`src/rtl/alu_multicycle_if.sv`:
```
// ALU request/response bundle: start/f/a/b in, busy/done/d/flags out.
interface alu_multicycle_if #(
  parameter int WIDTH = 16
);
  logic             start;
  logic [3:0]       f;
  logic [WIDTH-1:0] a;
  logic [WIDTH-1:0] b;
  logic             busy;
  logic             done;
  logic [WIDTH-1:0] d;
  logic             carry;
  logic             low;
  logic             flag;
  logic             zero;
  logic             negative;

  modport master (
    output start, f, a, b,
    input  busy, done, d, carry, low, flag, zero, negative
  );

  modport slave (
    input  start, f, a, b,
    output busy, done, d, carry, low, flag, zero, negative
  );
endinterface

```
`src/rtl/alu_multicycle.sv`:
```
// Multi-cycle ALU: single-cycle arith/logic, iterative shifts and shift-add MUL.
// Define ALU_ROTATE_EN to add ROL (1001) / ROR (1010).
module alu_multicycle #(
  parameter int WIDTH = 16,
  parameter int AMT_W = $clog2(WIDTH)
) (
  input logic            clock,
  input logic            reset,
  alu_multicycle_if.slave bus
);
  localparam int CW = $clog2(WIDTH + 1);
  localparam int FC = 4, FL = 3, FF = 2, FZ = 1, FN = 0;

  localparam logic [3:0] OP_ADD = 4'b0000;
  localparam logic [3:0] OP_SUB = 4'b0001;
  localparam logic [3:0] OP_CMP = 4'b0010;
  localparam logic [3:0] OP_AND = 4'b0011;
  localparam logic [3:0] OP_OR  = 4'b0100;
  localparam logic [3:0] OP_XOR = 4'b0101;
  localparam logic [3:0] OP_SHL = 4'b0110;
  localparam logic [3:0] OP_SHR = 4'b0111;
  localparam logic [3:0] OP_MUL = 4'b1000;
  localparam logic [3:0] OP_ROL = 4'b1001;
  localparam logic [3:0] OP_ROR = 4'b1010;

`ifdef ALU_ROTATE_EN
  localparam logic ROT_EN = 1'b1;
`else
  localparam logic ROT_EN = 1'b0;
`endif

  typedef enum logic [1:0] {
    S_IDLE,
    S_EXEC,
    S_DONE
  } state_t;

  state_t             state_q, state_d;
  logic [3:0]         op_q, op_d;
  logic [CW-1:0]      cnt_q, cnt_d;
  logic [2*WIDTH-1:0] acc_q, acc_d;
  logic [WIDTH-1:0]   mc_q, mc_d;
  logic [WIDTH-1:0]   d_q, d_d;
  logic [4:0]         fl_q, fl_d;

  logic [AMT_W-1:0]   n;
  logic [WIDTH:0]     addx, subx;
  logic [WIDTH-1:0]   res1;
  logic [4:0]         fl1;
  logic               iter1;

  assign n    = bus.a[AMT_W-1:0];
  assign addx = {1'b0, bus.a} + {1'b0, bus.b};
  assign subx = {1'b0, bus.a} - {1'b0, bus.b};

  always_comb begin
    res1  = '0;
    fl1   = '0;
    iter1 = 1'b0;
    case (bus.f)
      OP_ADD: begin
        res1    = addx[WIDTH-1:0];
        fl1[FC] = addx[WIDTH];
        fl1[FF] = (bus.a[WIDTH-1] == bus.b[WIDTH-1]) &&
                  (addx[WIDTH-1] != bus.a[WIDTH-1]);
        fl1[FZ] = (res1 == '0);
      end
      OP_SUB: begin
        res1    = subx[WIDTH-1:0];
        fl1[FC] = subx[WIDTH];
        fl1[FF] = !((bus.a[WIDTH-1] != bus.b[WIDTH-1]) &&
                    (subx[WIDTH-1] != bus.a[WIDTH-1]));
        fl1[FZ] = (res1 == '0);
      end
      OP_CMP: begin
        res1    = subx[WIDTH-1:0];
        fl1[FZ] = (bus.a == bus.b);
        fl1[FL] = subx[WIDTH];
        fl1[FN] = ($signed(bus.a) < $signed(bus.b));
      end
      OP_AND, OP_OR, OP_XOR: begin
        res1    = (bus.f == OP_AND) ? (bus.a & bus.b) :
                  (bus.f == OP_OR)  ? (bus.a | bus.b) :
                                      (bus.a ^ bus.b);
        fl1[FZ] = (res1 == '0);
      end
      OP_SHL, OP_SHR: begin
        res1    = bus.b;
        fl1[FZ] = (bus.b == '0);
        iter1   = (n != '0);
      end
      OP_ROL, OP_ROR: begin
        if (ROT_EN) begin
          res1    = bus.b;
          fl1[FZ] = (bus.b == '0);
          iter1   = (n != '0);
        end
      end
      OP_MUL: iter1 = 1'b1;
      default: ;
    endcase
  end

  logic [WIDTH-1:0]   v;
  logic [WIDTH:0]     msum;
  logic [2*WIDTH-1:0] step_acc;
  logic               step_c;
  logic [WIDTH-1:0]   fin_d;
  logic [4:0]         fin_fl;

  assign v    = acc_q[WIDTH-1:0];
  assign msum = {1'b0, acc_q[2*WIDTH-1:WIDTH]} +
                (acc_q[0] ? {1'b0, mc_q} : '0);

  // Shifts work in the low half; MUL adds into the high half and shifts right.
  always_comb begin
    step_acc = acc_q;
    step_c   = 1'b0;
    case (op_q)
      OP_SHL: begin
        step_acc[WIDTH-1:0] = {v[WIDTH-2:0], 1'b0};
        step_c              = v[WIDTH-1];
      end
      OP_SHR: begin
        step_acc[WIDTH-1:0] = {1'b0, v[WIDTH-1:1]};
        step_c              = v[0];
      end
      OP_ROL: begin
        step_acc[WIDTH-1:0] = {v[WIDTH-2:0], v[WIDTH-1]};
        step_c              = v[WIDTH-1];
      end
      OP_ROR: begin
        step_acc[WIDTH-1:0] = {v[0], v[WIDTH-1:1]};
        step_c              = v[0];
      end
      OP_MUL: step_acc = {msum, acc_q[WIDTH-1:1]};
      default: ;
    endcase
  end

  always_comb begin
    fin_d      = step_acc[WIDTH-1:0];
    fin_fl     = '0;
    fin_fl[FZ] = (fin_d == '0);
    if (op_q == OP_MUL) begin
      fin_fl[FC] = |step_acc[2*WIDTH-1:WIDTH];
      fin_fl[FN] = fin_d[WIDTH-1];
    end else begin
      fin_fl[FC] = step_c;
    end
  end

  always_comb begin
    state_d = state_q;
    op_d    = op_q;
    cnt_d   = cnt_q;
    acc_d   = acc_q;
    mc_d    = mc_q;
    d_d     = d_q;
    fl_d    = fl_q;
    case (state_q)
      S_IDLE, S_DONE: begin
        state_d = S_IDLE;
        if (bus.start) begin
          op_d  = bus.f;
          mc_d  = bus.a;
          acc_d = {{WIDTH{1'b0}}, bus.b};
          cnt_d = (bus.f == OP_MUL) ? CW'(WIDTH) : CW'(n);
          if (iter1) begin
            state_d = S_EXEC;
          end else begin
            state_d = S_DONE;
            d_d     = res1;
            fl_d    = fl1;
          end
        end
      end
      S_EXEC: begin
        acc_d = step_acc;
        cnt_d = cnt_q - CW'(1);
        if (cnt_q == CW'(1)) begin
          state_d = S_DONE;
          d_d     = fin_d;
          fl_d    = fin_fl;
        end
      end
      default: state_d = S_IDLE;
    endcase
  end

  always_ff @(posedge clock or posedge reset) begin
    if (reset) begin
      state_q <= S_IDLE;
      op_q    <= '0;
      cnt_q   <= '0;
      acc_q   <= '0;
      mc_q    <= '0;
      d_q     <= '0;
      fl_q    <= '0;
    end else begin
      state_q <= state_d;
      op_q    <= op_d;
      cnt_q   <= cnt_d;
      acc_q   <= acc_d;
      mc_q    <= mc_d;
      d_q     <= d_d;
      fl_q    <= fl_d;
    end
  end

  assign bus.busy     = (state_q == S_EXEC);
  assign bus.done     = (state_q == S_DONE);
  assign bus.d        = d_q;
  assign bus.carry    = fl_q[FC];
  assign bus.low      = fl_q[FL];
  assign bus.flag     = fl_q[FF];
  assign bus.zero     = fl_q[FZ];
  assign bus.negative = fl_q[FN];
endmodule

```
`src/flat_wrapper.sv`:
```
// flat-port wrapper written by rule: the top's interface ports become plain ports
module alu_multicycle_flat 
#(
  parameter int WIDTH = 16,
  parameter int AMT_W = $clog2(WIDTH)
)
  (clock, reset, bus_start, bus_f, bus_a, bus_b, bus_busy, bus_done, bus_d, bus_carry, bus_low, bus_flag, bus_zero, bus_negative);
  alu_multicycle_if #(.WIDTH(WIDTH)) bus_i ();
  input logic clock;
  input logic reset;
  input wire logic [$bits(bus_i.start)-1:0] bus_start;
  input wire logic [$bits(bus_i.f)-1:0] bus_f;
  input wire logic [$bits(bus_i.a)-1:0] bus_a;
  input wire logic [$bits(bus_i.b)-1:0] bus_b;
  output wire logic [$bits(bus_i.busy)-1:0] bus_busy;
  output wire logic [$bits(bus_i.done)-1:0] bus_done;
  output wire logic [$bits(bus_i.d)-1:0] bus_d;
  output wire logic [$bits(bus_i.carry)-1:0] bus_carry;
  output wire logic [$bits(bus_i.low)-1:0] bus_low;
  output wire logic [$bits(bus_i.flag)-1:0] bus_flag;
  output wire logic [$bits(bus_i.zero)-1:0] bus_zero;
  output wire logic [$bits(bus_i.negative)-1:0] bus_negative;
  assign bus_i.start = bus_start;
  assign bus_i.f = bus_f;
  assign bus_i.a = bus_a;
  assign bus_i.b = bus_b;
  assign bus_busy = bus_i.busy;
  assign bus_done = bus_i.done;
  assign bus_d = bus_i.d;
  assign bus_carry = bus_i.carry;
  assign bus_low = bus_i.low;
  assign bus_flag = bus_i.flag;
  assign bus_zero = bus_i.zero;
  assign bus_negative = bus_i.negative;
  alu_multicycle #(.WIDTH(WIDTH), .AMT_W(AMT_W)) u_core (.clock(clock), .reset(reset), .bus(bus_i));
endmodule
```
`config.mk`:
```
export PLATFORM = sky130hd
export DESIGN_NAME = alu_multicycle_flat
export DESIGN_NICKNAME = d
export VERILOG_FILES = /design/src/rtl/alu_multicycle_if.sv /design/src/rtl/alu_multicycle.sv /design/src/flat_wrapper.sv
export SDC_FILE = /design/constraint.sdc
export NUM_CORES = 1
export LEC_CHECK = 0
export CAP_MARGIN = 10
export CELL_PAD_IN_SITES_DETAIL_PLACEMENT = 1
export CELL_PAD_IN_SITES_GLOBAL_PLACEMENT = 1
export CORE_MARGIN = 4
export CORE_UTILIZATION = 45
export CTS_CLUSTER_SIZE = 16
export DETAILED_ROUTE_END_ITERATION = 10
export GPL_ROUTABILITY_DRIVEN = 0
export GPL_TIMING_DRIVEN = 0
export PLACE_DENSITY = 0.93
export SLEW_MARGIN = 30
export SYNTH_ARGS = -nofsm -noshare
export SYNTH_HDL_FRONTEND = slang
export SYNTH_SLANG_ARGS = --single-unit
```
`constraint.sdc`:
```
create_clock -name clock -period 8.6 [get_ports clock]
set_input_delay 1.72 -clock clock [delete_from_list [all_inputs] [get_ports clock]]
set_output_delay 1.72 -clock clock [all_outputs]
set_load 0.1 [all_outputs]
```
== Yosys cells after proc, flatten, opt, wreduce, memory -nomap -nowiden ==
Cells that the tools add are included.
Word-level totals
  register bits: 80
  input port bits: 39
  output and inout port bits: 23
  logic and storage cells: 93
Cells by class
  add/sub/neg operators: 4
  order comparisons: 1
  equality and inequality tests: 24
  mux-type cells: 32
  bitwise gates (word level): 3
  reduce and logical (&&, ||, !) cells: 22
Operators by type and width (count)
  2-to-1 mux 16 bit: 7
  logical NOT 16 bit: 5
  case mux 16 bit (5 select lines): 1
  case mux 16 bit (4 select lines): 1
  case mux 32 bit (2 select lines): 1
  2-to-1 mux 32 bit: 1
  case mux 16 bit (2 select lines): 1
  2-to-1 mux 5 bit: 5
  == test 4 x 3 -> 1 bit (second input constant): 6
  case mux 5 bit (2 select lines): 2
  adder 16 x 16 -> 17 bit: 1
  adder 16 x 17 -> 17 bit: 1
  subtractor 16 x 16 -> 17 bit: 1
  bitwise AND 16 bit: 1
  == test 16 bit: 1
  == test 4 bit (second input constant): 4
  less-than comparator 16 bit: 1
  OR 16 bit: 1
  OR reduction 16 bit: 1
  XOR 16 bit: 1
  OR reduction 2 bit: 5
  == test 4 x 2 -> 1 bit (second input constant): 2
  case mux 1 bit (2 select lines): 4
  2-to-1 mux 2 bit: 3
  other kinds (21): 29

== Depth between registers and ports, before layout ==
  depth after elaboration: 8
  mapped depth: 15
  depth with buffers taken out: 13

== Worst setup path after synthesis ==
No wires, ideal clock.
  kind: input to register
  start: input port bus_a[1]
  end: register u_core.fl_q[2]
  setup time: 0.130 ns
  data arrival time: 4.092 ns
  data required time: 8.470 ns
  path slack: 4.379 ns
  cell stages on the path: 11
  path buffers: 0
  path through: inv_1 -> ha_1 -> nor2_1 -> o311a_1 -> or4_1 -> a31oi_1 -> o31ai_1 -> a221oi_2 -> o32ai_1 -> a221oi_1 -> o21ai_0
On the way
  longest elaborated chain between the ends: 8
  elaborated cells on any way between the ends: 15
  those cells by class: 2 x add/sub; 3 x eq/ne; 5 x mux; 5 x reduce/logical
RTL lines
  from (decl): line flat_wrapper.sv:13  | input wire logic [$bits(bus_i.a)-1:0] bus_a;
  subtractor 16 x 16 -> 17 bit: line alu_multicycle.sv:54  | assign subx = {1'b0, bus.a} - {1'b0, bus.b};
  != test 1 bit: line alu_multicycle.sv:72  | (subx[WIDTH-1] != bus.a[WIDTH-1]));
  logical AND 1 bit: line alu_multicycle.sv:71  | fl1[FF] = !((bus.a[WIDTH-1] != bus.b[WIDTH-1]) &&
  logical NOT 1 bit: line alu_multicycle.sv:71
  case mux 1 bit (2 select lines): line alu_multicycle.sv:60  | case (bus.f)
  2-to-1 mux 5 bit: line alu_multicycle.sv:169  | if (iter1) begin
  2-to-1 mux 5 bit: line alu_multicycle.sv:164  | if (bus.start) begin
  case mux 5 bit (2 select lines): line alu_multicycle.sv:161  | case (state_q)
  to (signal assigned): line alu_multicycle.sv:207  | fl_q <= fl_d;
  to (decl): line alu_multicycle.sv:44  | logic [4:0] fl_q, fl_d;
Parallel ways exist; a longest one is shown, timed or not. The select of a mux whose other input is x is not followed.
A chain may end at the register's enable or synchronous reset.

== Worst setup path after layout ==
Ends and elaborated chain as after synthesis.

==> out/qor.tcl <==
set qor(floorplan.rows) 47
set qor(avgViaCountPerCell) 6.680
set qor(synth.cell_area_mm2) 0.007681
set qor(drt_pre_antenna_iters) 6
set qor(maximum_buffer_depth_of_the_clock_tree) 2
set qor(cp_cell_sequence) {clkdlybuf4s50_1, inv_1, ha_1, nor2_1, o311a_1, or4_1, a31oi_1, o31ai_1, a221oi_2, o32ai_1, a221oi_1, o21ai_0}
set qor(timing.critical_path.required_ns) 8.82
set qor(layout.nets) 1157
set qor(core_region_mm2) 0.01664
set qor(timing.critical_path.fanout_max) 5
set qor(buffer_ports.inserted) 60
set qor(clk_transition_reported_paths_ns) 0.06
set qor(gr-usage-all-layers) 0.3146
set qor(ys_warn_count) 0
set qor(synth_area_leaders) {dfrtp_1 26%, ha_1 11%, nand2_1 5.3%, o21ai_0 4.4%, a21oi_1 4.4%}
set qor(n_fill_cell) 2058
set qor(synth_area_leader) {dfrtp_1}
set qor(count_of_boundary_i_o_pins) 62
set qor(cts.hold.buffers_added) 0
set qor(synthDominantCellAreaShare) 0.2606
set qor(postCtsResizedCells) 0
set qor(worst-slew-pin-transition_ns) 1.015
set qor(clock_insertion_delay_at_the_later_pin_of_the_skew_report_ns) 0.36
set qor(finalCritPeriodShare) 0.6313
set qor(synth.net_count) 1085
set qor(mostFrequentLayoutCell) {nand2_1}
set qor(initial_core_util) 0.4615
set qor(timing_hold_violations_final) 0
set qor(path_buf_inv) 2
set qor(grt_setup_unrepaired) {no}
set qor(final_critical_path_setup_slack_ns) 3.171
set qor(totalNegativeSetupSlack_ns) 0
set qor(timing.critical_path.slowest_cell_delay_ns) 0.67
set qor(cts_tree) {yes}
set qor(drc) 0
set qor(final_design_area_no_fill_mm2) 0.008915
set qor(netlist_instances) 976
set qor(total_power_w) 0.001844
set qor(timing.final.setup_violations) 0
set qor(areaGrowthSynthToFinish_pct) 16.06
set qor(clock_sink_count) 80
set qor(via_count) 8504
set qor(cts.repair_timing.setup_buffer_count) 0
set qor(diodes) 0
set qor(hold-worst-slack_ns) 0.4767
set qor(die-height_um) 138.7
set qor(avgSynthCellArea_um2) 7.870
set qor(critical_path.slowest_cell) {clkdlybuf4s50_1}
set qor(cap_viol_max_count) 0
set qor(first_global_vias) 8794
set qor(critical_path_class) {input pin to register}
set qor(overflow_after_grt) 0
set qor(fmax_achieved_mhz) 184.2
set qor(detail-route-antenna-nets) 0
set qor(post_dp_cell_area_mm2) 0.008594
set qor(power_leakage_nw) 3.820
set qor(most-common-layout-cells) {109 x nand2_1, 80 x dfrtp_1, 79 x nor2_1}
set qor(element_type_at_the_critical_path_end) {register}
set qor(multi_input_logic_area_mm2) 0.005215
set qor(layout-drive-gt1-share) 0.04084
set qor(drt_iter0_markers) 921
set qor(post_place_setup_slack_ns) 2.963
set qor(synth-seq-cells) 80
set qor(post_synth_num_cell_types) 77
set qor(design.die.area_mm2) 0.01922
set qor(outcome) {completed}
set qor(synth_sequential_area_ratio) 0.2606
set qor(root_buffer) {clkbuf_16}
set qor(worst_ep_arrival_time_ns) 5.65
set qor(max-slew-margin-rel) 0.3211
set qor(ys_dominant_reg_cell) {dfrtp_1}
set qor(cts-buffers-inserted) 9
set qor(h-tree-depth) 3
set qor(grt_antenna_before_repair) 0
set qor(critical_path.top_delay_family) {compound AO/OA/AOI/OAI gates}
set qor(power-per-cell-area_mw_per_mm2) 206.8
set qor(grt_first_pass_wirelength_um) 48750
set qor(finalMaxSlewViolations) 0
set qor(startpoint_type) {input pin}
set qor(edff_count_synth) 0
set qor(grt_max_degree) 65
set qor(hp-class) {register to register}
set qor(finalClockSkew_ns) 0.01013
set qor(drt_wl_total_um) 30940
set qor(detailed_place_hpwl_um) 23270
set qor(synthArstFlopShare) 1.000
set qor(max-vdd-ir-drop_mv) 0.1720
set qor(post_dr_wirelength_cell_um) 24.31
set qor(period_needed_ns) 5.429
set qor(dieWidth_um) 138.7
set qor(seq_area_mm2) 0.002002
## per-layer routing
layer	routed length [µm]	GRT usage	vias to the layer above
li1	-	-	3729
met1	12200	0.3965	4167
met2	14350	0.5200	485
met3	2729	0.05724	123
met4	1665	0.1555	0
met5	0	0	-
## stage by stage
stage          instances  utilization
5_1_grt             1273       0.5357
3_3_place_gp        1256       0.5142
2_1_floorplan        976            -
3_5_place_dp        1257       0.5164
6_report            1273       0.5357
4_1_cts             1273       0.5357
## cell families after synthesis
| kind of cell | after synthesis | share of synthesized area |
|---|---|---|
| simple gates | 353 | 0.2320 |
| compound gates | 310 | 0.2784 |
| mux | 5 | 0.006516 |
| flops | 80 | 0.2606 |
| xor+xnor | 39 | 0.04447 |
| buf+inv | 119 | 0.06108 |
| fa+ha+maj | 70 | 0.1170 |
## registers in the layout (all words and copies together), names as in the netlist
| register | flops |
|---|---|
| u_core.cnt_q | 5 |
| u_core.op_q | 4 |
| u_core.bus.d | 16 |
| u_core.acc_q | 32 |
| u_core.mc_q | 16 |
| u_core.state_q | 2 |
| u_core.fl_q | 5 |
## cells in the mapped netlist, types with 6 or more instances
cell type  number
nand4_1         9
xnor2_1        29
a21oi_1        67
a21o_1          9
buf_2           6
o221ai_1        7
nor4_1         17
a22oi_1        13
a221oi_1        7
o211ai_1       17
nand2_1       109
nand2b_1       14
inv_1          59
a31oi_1        13
o21a_1          6
nor4b_1         7
and2_1         24
o31ai_1         7
a221o_1        31
a21boi_0        7
dfrtp_1        80
nand3_1        26
clkbuf_1       44
nor3_1         22
nor2b_1        10
a22o_1          7
xor2_1         10
nor2_1         79
a211oi_1       14
o21ai_0        68
ha_1           67
## worst paths after layout
| check | slack (ns) | endpoint | from | cells past startpoint |
|---|---|---|---|---|
| min in group asynchronous | 1.65 | u_core.acc_q[22] | reset | 2 |
| worst max register to register | 4.10 | u_core.fl_q[4] | u_core.acc_q[0] | 15 |
| worst min-delay path | 0.48 | u_core.mc_q[4] | u_core.mc_q[4] | 2 |
| worst max-delay path | 3.17 | u_core.fl_q[2] | bus_a[1] | 12 |
| worst min register to register | 0.48 | u_core.mc_q[4] | u_core.mc_q[4] | 2 |
| max in group asynchronous | 6.36 | u_core.fl_q[2] | reset | 3 |
## final cells by class
type	count	area share
multi-input combinational	777	0.5850
sequential	80	0.2246
timing repair buffer	61	0.07046
tap	220	0.03088
buffer	58	0.02695
inverter	61	0.02625
clock buffer	10	0.02568
clock inverter	6	0.01025
## worst reg2reg max path, stage by stage (launching register included)
cell	delay, ns
dfrtp_1	0.43
clkbuf_1	0.40
clkbuf_1	0.37
and2_1	0.20
ha_1	0.18
inv_1	0.07
fa_1	0.41
nand2b_1	0.20
a21oi_1	0.28
o2111ai_1	0.20
a31oi_1	0.34
xor2_1	0.15
o31ai_1	0.35
nand4_1	0.13
nor3_1	0.52
o31ai_1	0.14
## where the power goes
part | switching (W) | internal [W] | total, W
registers | 0.0000812 | 0.000450 | 0.000531
clock network | 0.000177 | 0.000256 | 0.000433
logic | 0.000598 | 0.000281 | 0.000879
(Power assumes the default switching activity.)
